<file path="config.mk">
export PLATFORM = sky130hd
export DESIGN_NAME = fmdll_lock_ctrl
export DESIGN_NICKNAME = d
export VERILOG_FILES = /design/src/rtl/fmdll_lock_ctrl.sv
export SDC_FILE = /design/constraint.sdc
export NUM_CORES = 1
export LEC_CHECK = 0
export BUFFER_PORTS_ARGS = -buffer_cell sky130_fd_sc_hd__buf_4
export CORE_ASPECT_RATIO = 1.25
export CORE_MARGIN = 2
export CORE_UTILIZATION = 33
export CTS_BUF_LIST = sky130_fd_sc_hd__clkbuf_8 sky130_fd_sc_hd__clkbuf_16
export CTS_CLUSTER_DIAMETER = 120
export DETAILED_ROUTE_END_ITERATION = 10
export GPL_TIMING_DRIVEN = 0
export PLACE_DENSITY = 0.55
export SLEW_MARGIN = 5
export SYNTH_ARGS = -nofsm -noshare
export SYNTH_HDL_FRONTEND = slang
export SYNTH_SLANG_ARGS = --single-unit
</file>
<file path="constraint.sdc">
create_clock -name i_clk_ext -period 1.7 [get_ports i_clk_ext]
set_input_delay 0.085 -clock i_clk_ext [delete_from_list [all_inputs] [get_ports i_clk_ext]]
set_output_delay 0.085 -clock i_clk_ext [all_outputs]
set_load 0.01 [all_outputs]
</file>
<file path="src/rtl/fmdll_lock_ctrl.sv">
// Purpose : FMDLL lock acquisition - coarse Sel sweep, then MSB-first SAR search of the fine code.
// Latency : every trial is SETTLE_CYC+1 cycles; lock is reached (coarse trials + DLY_W)*(SETTLE_CYC+1) cycles after start.
// Backpres: none. start is ignored while busy; pd_up is sampled only at the end of a settle count.
// Option  : define FMDLL_LOCK_TRACK_EN to keep following pd_up in LOCKED with a 2-sample direction filter.
module fmdll_lock_ctrl #(
    parameter int DLY_W      = 4,
    parameter int SETTLE_CYC = 4,
    parameter int SEL_MAX    = 3
) (
    input  logic             i_clk_ext,
    input  logic             i_rst,
    input  logic             i_start,
    input  logic             i_pd_up,
    output logic [1:0]       o_sel,
    output logic [DLY_W-1:0] o_dly_code,
    output logic             o_busy,
    output logic             o_locked,
    output logic             o_fail
);

    localparam int CNT_W = $clog2(SETTLE_CYC + 1);
    localparam int BIT_W = (DLY_W > 1) ? $clog2(DLY_W) : 1;

    localparam logic [DLY_W-1:0] CODE_ONE = DLY_W'(1);
    localparam logic [DLY_W-1:0] CODE_MID = CODE_ONE << (DLY_W - 1);
    localparam logic [DLY_W-1:0] CODE_MAX = '1;
    localparam logic [1:0]       SEL_TOP  = 2'(SEL_MAX);
    localparam logic [CNT_W-1:0] CNT_END  = CNT_W'(SETTLE_CYC);
    localparam logic [BIT_W-1:0] BIT_MSB  = BIT_W'(DLY_W - 1);

    typedef enum logic [2:0] {
        ST_IDLE,
        ST_COARSE,
        ST_FINE,
        ST_LOCKED,
        ST_FAIL
    } state_t;

    state_t           r_state;
    logic [1:0]       r_sel;
    logic [DLY_W-1:0] r_code;
    logic [CNT_W-1:0] r_cnt;
    logic [BIT_W-1:0] r_bit;

    state_t           w_state_nxt;
    logic [1:0]       w_sel_nxt;
    logic [DLY_W-1:0] w_code_nxt;
    logic [CNT_W-1:0] w_cnt_nxt;
    logic [BIT_W-1:0] w_bit_nxt;
    logic [DLY_W-1:0] w_code_kept;
    logic             w_settled;

`ifdef FMDLL_LOCK_TRACK_EN
    logic r_flt_vld;
    logic r_flt_dir;
    logic w_flt_vld_nxt;
    logic w_flt_dir_nxt;
`endif

    assign w_settled = (r_cnt == CNT_END);

    // State and datapath registers; reset drops straight back to IDLE, abandoning any trial in flight.
    always_ff @(posedge i_clk_ext) begin
        if (i_rst) begin
            r_state   <= ST_IDLE;
            r_sel     <= '0;
            r_code    <= '0;
            r_cnt     <= '0;
            r_bit     <= '0;
`ifdef FMDLL_LOCK_TRACK_EN
            r_flt_vld <= 1'b0;
            r_flt_dir <= 1'b0;
`endif
        end else begin
            r_state   <= w_state_nxt;
            r_sel     <= w_sel_nxt;
            r_code    <= w_code_nxt;
            r_cnt     <= w_cnt_nxt;
            r_bit     <= w_bit_nxt;
`ifdef FMDLL_LOCK_TRACK_EN
            r_flt_vld <= w_flt_vld_nxt;
            r_flt_dir <= w_flt_dir_nxt;
`endif
        end
    end

    // Next-state logic: settle count, coarse sweep decisions, SAR bit decisions and (optionally) lock tracking.
    always_comb begin
        w_state_nxt   = r_state;
        w_sel_nxt     = r_sel;
        w_code_nxt    = r_code;
        w_cnt_nxt     = r_cnt;
        w_bit_nxt     = r_bit;
        w_code_kept   = r_code;
`ifdef FMDLL_LOCK_TRACK_EN
        w_flt_vld_nxt = r_flt_vld;
        w_flt_dir_nxt = r_flt_dir;
`endif

        case (r_state)
            ST_COARSE: begin
                if (!w_settled) begin
                    w_cnt_nxt = r_cnt + CNT_W'(1);
                end else begin
                    w_cnt_nxt = '0;
                    if (i_pd_up) begin
                        if (r_sel < SEL_TOP) begin
                            w_sel_nxt = r_sel + 2'd1;
                        end else begin
                            // Even the longest tap is still too short: give up, hold outputs.
                            w_state_nxt = ST_FAIL;
                        end
                    end else begin
                        // Overshot: drop back one tap and start the SAR with the MSB already set
                        // so the first fine trial begins on this very cycle.
                        w_sel_nxt   = (r_sel == 2'd0) ? 2'd0 : (r_sel - 2'd1);
                        w_code_nxt  = CODE_MID;
                        w_bit_nxt   = BIT_MSB;
                        w_state_nxt = ST_FINE;
                    end
                end
            end

            ST_FINE: begin
                if (!w_settled) begin
                    w_cnt_nxt = r_cnt + CNT_W'(1);
                end else begin
                    w_cnt_nxt = '0;
                    if (!i_pd_up) begin
                        w_code_kept = r_code & ~(CODE_ONE << r_bit);
                    end
                    if (r_bit == '0) begin
                        w_code_nxt  = w_code_kept;
                        w_state_nxt = ST_LOCKED;
`ifdef FMDLL_LOCK_TRACK_EN
                        w_flt_vld_nxt = 1'b0;
`endif
                    end else begin
                        w_code_nxt = w_code_kept | (CODE_ONE << (r_bit - BIT_W'(1)));
                        w_bit_nxt  = r_bit - BIT_W'(1);
                    end
                end
            end

            ST_LOCKED: begin
`ifdef FMDLL_LOCK_TRACK_EN
                if (!w_settled) begin
                    w_cnt_nxt = r_cnt + CNT_W'(1);
                end else begin
                    w_cnt_nxt = '0;
                    if (r_flt_vld && (r_flt_dir == i_pd_up)) begin
                        // Two agreeing samples: step one code; stepping off either end means
                        // the coarse tap is wrong, so reacquire from scratch.
                        w_flt_vld_nxt = 1'b0;
                        if (i_pd_up) begin
                            if (r_code == CODE_MAX) begin
                                w_state_nxt = ST_COARSE;
                                w_sel_nxt   = 2'd0;
                                w_code_nxt  = CODE_MID;
                            end else begin
                                w_code_nxt = r_code + CODE_ONE;
                            end
                        end else begin
                            if (r_code == '0) begin
                                w_state_nxt = ST_COARSE;
                                w_sel_nxt   = 2'd0;
                                w_code_nxt  = CODE_MID;
                            end else begin
                                w_code_nxt = r_code - CODE_ONE;
                            end
                        end
                    end else begin
                        w_flt_vld_nxt = 1'b1;
                        w_flt_dir_nxt = i_pd_up;
                    end
                end
`endif
            end

            default: begin
            end
        endcase

        // A new acquisition may only be launched from a resting state.
        if (i_start && ((r_state == ST_IDLE) || (r_state == ST_LOCKED) || (r_state == ST_FAIL))) begin
            w_state_nxt = ST_COARSE;
            w_sel_nxt   = 2'd0;
            w_code_nxt  = CODE_MID;
            w_cnt_nxt   = '0;
            w_bit_nxt   = '0;
`ifdef FMDLL_LOCK_TRACK_EN
            w_flt_vld_nxt = 1'b0;
`endif
        end
    end

    assign o_sel      = r_sel;
    assign o_dly_code = r_code;
    assign o_busy     = (r_state == ST_COARSE) || (r_state == ST_FINE);
    assign o_locked   = (r_state == ST_LOCKED);
    assign o_fail     = (r_state == ST_FAIL);

endmodule

</file>
==> results.cfg, run 1 <==
[run_status]
outcome = completed

[yosys]
netlist_area_um2 = 933
yosysTopAreaCell = dfxtp_1
yosys_warnings = 0
yosysTopAreaCellShare_pct = 30.0
syn_nets = 120
netlist_instances = 108
synth_edf_count = 0
yosys.cell_count.top_type = dfxtp_1
synth_seq_area_share_pct = 30.0
synth-main-ff-cell = dfxtp_1
synth-seq-cells = 14
postSynthAreaPerCell_um2 = 8.64
synthDistinctLibCells = 39
async_reset_ff_share_pct = 0
ys_top_cells_by_area = dfxtp_1, ha_1, a21oi_1
synthTopCellsByCount = dfxtp_1, ha_1, inv_1, nand2_1, nor2_1

[min_path]
worstHoldPathType = input pin to register
hold_depth = 2

[global_routing]
grt_pass1_vias = 814
grt_pass1_wl_um = 3640
grtUsageTotal_pct = 14.9
antenna_found_initial = 0
grt_overflow_total = 0
grt_max_degree = 11

[setup_path]
cp_cell_sequence = inv_4 > ha_4 > or4b_4 > mux2i_1 > o21ai_1 > a21oi_2
rr_worst_depth = 6
critPathMaxStageDelay_ns = 0.57
worstPathArrival_ns = 1.79
cp-end-kind = register
worstSetupStartpointType = register
crit_fanout = 5
slowest_stage = or4b_4
path_class = register to register
cp_data_required_time_ns = 1.84

[placed_design]
place_congestion = 0.811
port-buffer-count = 12
dpl.hpwl_um = 1550
dpl_cell_area_mm2 = 0.00107

[die]
die_x_um = 51.6
ioPinCount = 13
die_h_um = 63.5
row_count = 21
initial_core_util_pct = 34.8
fp.dieArea_mm2 = 0.00327
coreArea_mm2 = 0.00268

[sta]
fmax_mhz = 607
whs_ns = 0.0140
finalCriticalPeriod_ns = 1.65
finalHoldViolations = 0
finalClockSkew_ns = 0.00274
slew_headroom_pct = 74.4
setup_viol = 0
tightest_slew_ns = 0.384
period_share_pct = 96.9
final-max-slew-violation-count = 0

[cells_and_area]
areaGrowthSynthToFinish_pct = 25.2
diodes = 0
drive_gt1_share_pct = 29.6
final_util_pct = 43.6
finalInstanceArea_mm2 = 0.00117
nets = 138

[route]
dr.pass1.iters = 7
routed_wl_um = 2100
ant_nets = 0
drtIter0Drc = 14
route.detailed.drc = 0
via_count = 844
viasPerCell = 5.31
routedWlPerCell_um = 13.2

[clock_network]
numCtsBuffers = 3
h-tree-depth = 1
ctsHoldBuffers = 0
clock_latency_ns = 0.25
cts_root_buf = clkbuf_8
clk_pin_slew_ns = 0.06
cts_buffer_depth = 2
cts_tree = built
clock_sinks = 14

[power]
switching_share_pct = 23.5
power_per_cell_area_mw_per_mm2 = 638
p_switching_uw = 175
pwr-share-clk_pct = 44.3
seq_power_share_pct = 45.2
leakage_nw = 0.448
p_int_uw = 571
p_comb_share_pct = 10.4
peakVddDrop_mv = 0.294

[run]
drv_cap = 0
stage by stage:
stage	total power [mW]	worst slack, ns	cells	TNS [ns]
2_1_floorplan	0.397	0.0458	108	0
3_3_place_gp	0.425	-0.131	154	-0.303
3_5_place_dp	0.425	-0.142	154	-0.282
4_1_cts	0.761	0.0253	158	0
5_1_grt	0.784	-0.00882	159	-0.00882
6_report	0.746	0.0529	159	0
what timing repair did:
item,in CTS,in global routing
pin swaps,0,3
buffers inserted,0,1
resized for setup,5,7
endpoints found under the setup margin,4,5
critical path, delay by kind of cell, from the launching register on:
family	cells	cell delay, ns
buffers and inverters	1	0.05
and+or+nand+nor	1	0.57
adders and majority gates	1	0.16
AOI/OAI and AO/OA	2	0.24
DFF	1	0.38
muxes	1	0.14
per-layer routing:
| layer | GRT usage [%] | part of all wire [%] | routed length [um] | up-vias |
|---|---|---|---|---|
| met2 | 24.7 | 51 | 1070 | 12 |
| met3 | 2.13 | 2.5 | 52 | 4 |
| met5 | 0 | 0 | 0 | - |
| met4 | 9.87 | 2.7 | 56 | 0 |
| li1 | - | - | - | 417 |
| met1 | 17.3 | 44 | 913 | 411 |
placed cells by master, fill, tap and decap left out, types with 3 or more instances in the layout:
| cell type | Yosys | layout |
|---|---|---|
| nor2_1 | 8 | 8 |
| a21oi_2 | 4 | 4 |
| clkbuf_8 | 0 | 4 |
| a21oi_1 | 7 | 7 |
| o21ai_0 | 5 | 5 |
| buf_4 | 2 | 15 |
| mux2i_1 | 3 | 3 |
| nand3_1 | 3 | 3 |
| nand2_1 | 8 | 8 |
| ha_1 | 8 | 7 |
| nor3_1 | 4 | 4 |
| inv_1 | 8 | 6 |
| nand2b_1 | 4 | 4 |
| dfxtp_1 | 14 | 12 |
path summary, 6_finish.rpt:
| path | start | to | slack (ns) |
|---|---|---|---|
| setup / recovery | r_bit[1] | o_dly_code[0] | 0.05 |
| hold / removal | i_rst | r_state[0] | 0.01 |
| hold reg to reg | o_dly_code[0] | o_dly_code[0] | 0.51 |
| setup reg to reg | r_bit[1] | o_dly_code[0] | 0.05 |
power by group through the flow:
stage	combinational, mW	sequential [mW]	clock, mW
6_report	0.0778	0.337	0.331
5_1_grt	0.0872	0.339	0.359
4_1_cts	0.0781	0.339	0.344
3_5_place_dp	0.0775	0.348	0
3_3_place_gp	0.0771	0.347	0
2_1_floorplan	0.0494	0.347	0
registers in the layout, summed over array words and instances, names as in the netlist:
register    cells
o_dly_code      4
r_cnt           3
r_state         3
r_bit           2
o_sel           2
final cells by class:
| type | instances | area, um^2 |
|---|---|---|
| plain buffers | 4 | 31.3 |
| clock buffers | 4 | 55.1 |
| fillers | 286 | 1510 |
| inverters | 8 | 32.5 |
| multi-input cells | 82 | 622 |
| flip-flops and latches | 14 | 288 |
| well taps | 34 | 42.5 |
| repair buffers | 13 | 97.6 |
logic make-up (layout without fill, tap and decap cells):
kind of cell / after synthesis / count (layout) / synth area share [%]
mux: 3 / 3 / 3.22
buf+inv: 12 / 29 / 6.57
compound gates: 31 / 31 / 24.9
fa+ha+maj: 8 / 8 / 10.7
flops: 14 / 14 / 30.0
simple gates: 40 / 40 / 24.5
No activity file was read; power rests on OpenSTA's default activity.
==> run 2: changes to the inputs <==
--- a/config.mk
+++ b/config.mk
@@ -13,7 +13,8 @@
 export CTS_CLUSTER_DIAMETER = 120
 export DETAILED_ROUTE_END_ITERATION = 10
 export GPL_TIMING_DRIVEN = 0
-export PLACE_DENSITY = 0.55
+export PLACE_DENSITY = 0.57
+export SETUP_SLACK_MARGIN = 0.4
 export SLEW_MARGIN = 5
 export SYNTH_ARGS = -nofsm -noshare
 export SYNTH_HDL_FRONTEND = slang
==> run 2 against run 1 <==
- via count up 15%
- sequential cell count unchanged
- non-clock buffer count up 19
- global-route usage up 2.5 points
- worst hold slack worse by 0.0050 ns
- clock power up 3%
- routed wire length up 28%
- clock-buffer cell count unchanged
- die area unchanged
- fmax up 5.2%
==> results.cfg, run 2 (synthesis results as in run 1) <==
[clock_network]
cts_buffer_depth = 2
clock_sinks = 14
h-tree-depth = 1
numCtsBuffers = 3
clk_pin_slew_ns = 0.07
ctsHoldBuffers = 0
clock_latency_ns = 0.25
cts_tree = built
cts_root_buf = clkbuf_8

[route]
drtIter0Drc = 13
via_count = 969
dr.pass1.iters = 4
ant_nets = 0
routedWlPerCell_um = 15.1
route.detailed.drc = 0
routed_wl_um = 2690
viasPerCell = 5.44

[cells_and_area]
diodes = 0
finalInstanceArea_mm2 = 0.00151
final_common_cell = buf_4
areaGrowthSynthToFinish_pct = 62.1
seqCellArea_um2 = 297
drive_gt1_share_pct = 57.6
largest_reg_flops = 4
final_cell_mix = buf_4, nand2_1, dfxtp_1
multi_input_area_um2 = 742
nets = 157
fill_cells = 249

[setup_path]
r2r_slack_ns = 0.13
worstPathArrival_ns = 1.71
critPathMaxStageDelay_ns = 0.56
rr_startpoint = r_bit[0]
path_class = register to register
timing.rr.end = o_dly_code[0]
worstSetupStartpointType = register
cp_data_required_time_ns = 1.84
rr_worst_depth = 6
critPathLaunch = r_bit[0]
cp-end-kind = register
crit_fanout = 4
cp_cell_sequence = inv_4 > ha_4 > or4b_4 > mux2i_1 > o21ai_1 > a21oi_2
slowest_stage = or4b_4

[global_routing]
grt_pass1_wl_um = 4360
grt_overflow_total = 0
grtUsageTotal_pct = 17.4
antenna_found_initial = 0
grt_max_degree = 11
grt_pass1_vias = 952

[run_status]
outcome = completed

[placed_design]
place_congestion = 0.741
port-buffer-count = 12
dpl_cell_area_mm2 = 0.00110
dpl.hpwl_um = 1620

[run]
drv_cap = 0

[die]
fp.dieArea_mm2 = 0.00327
row_count = 21
die_x_um = 51.6
initial_core_util_pct = 34.8
die_h_um = 63.5
ioPinCount = 13
coreArea_mm2 = 0.00268

[power]
peakVddDrop_mv = 0.429
leakage_nw = 0.589
power_per_cell_area_mw_per_mm2 = 539

[sta]
period_share_pct = 92.1
slew_headroom_pct = 78.2
finalCriticalPeriod_ns = 1.57
rsz0062_at_grt = yes
finalClockSkew_ns = 0.00176
tightest_slew_ns = 0.325
fmax_mhz = 639
finalSetupTns_ns = 0
setup_viol = 0
finalHoldViolations = 0
final-max-slew-violation-count = 0
whs_ns = 0.00904

[min_path]
worstHoldPathType = input pin to register
min_from = i_rst
hold_depth = 2
worst_hold_path.endpoint = r_state[0]
## run 2: stage by stage
| step | instances | util [%] | setup slack [ns] | power [mW] |
|---|---|---|---|---|
| floorplan | 108 | - | 0.162 | 0.398 |
| global placement | 154 | 40.9 | 0.0673 | 0.426 |
| detailed placement | 154 | 40.9 | 0.0595 | 0.428 |
| CTS | 176 | 54.1 | 0.119 | 0.814 |
| global route | 178 | 56.4 | 0.0901 | 0.840 |
| finish | 178 | 56.4 | 0.135 | 0.816 |
## run 2: cell type report
class	instances	area share, %
Buffer	4	3.47
Multi-Input combinational cell	82	49.0
Timing Repair Buffer	32	19.1
Tap cell	34	2.81
Clock buffer	4	3.64
Inverter	8	2.32
Sequential cell	14	19.6
## run 2: how the worst max path moves through the flow
| stage | depth (start not counted) | slack [ns] | end |
|---|---|---|---|
| 3_5_place_dp | 6 | 0.06 | o_dly_code[1] |
| 2_1_floorplan | 6 | 0.16 | o_dly_code[1] |
| 4_1_cts | 6 | 0.12 | o_dly_code[0] |
| 5_1_grt | 6 | 0.09 | o_dly_code[1] |
| 3_3_place_gp | 6 | 0.07 | o_dly_code[1] |
| 6_report | 6 | 0.13 | o_dly_code[0] |
## run 2: critical path: cells and delay by family, from the launching register on
kind	cells	cell delay [ns]
buffers and inverters	1	0.04
multiplexers	1	0.14
AO/OA/AOI/OAI	2	0.21
flip-flops	1	0.36
adder cells (fa/ha/maj)	1	0.15
AND/OR/NAND/NOR	1	0.56
## run 2: report_power, final
group / switching, mW / total [mW] / internal, mW
combinational: 0.0611 / 0.138 / 0.0770
sequential: 0.00681 / 0.337 / 0.330
clock: 0.135 / 0.341 / 0.205
## run 2: layer usage
metal | track usage [%] | share of wire [%]
met5 | 0 | 0
met4 | 5.26 | 2.2
met3 | 2.37 | 3.4
met2 | 31.9 | 56
met1 | 20.4 | 38
## run 2: what timing repair did
item,4_1_cts,5_1_grt
pin swaps,13,11
gates cloned,1,0
setup buffers,17,2
gates resized for setup,32,12
setup endpoints to repair,15,16
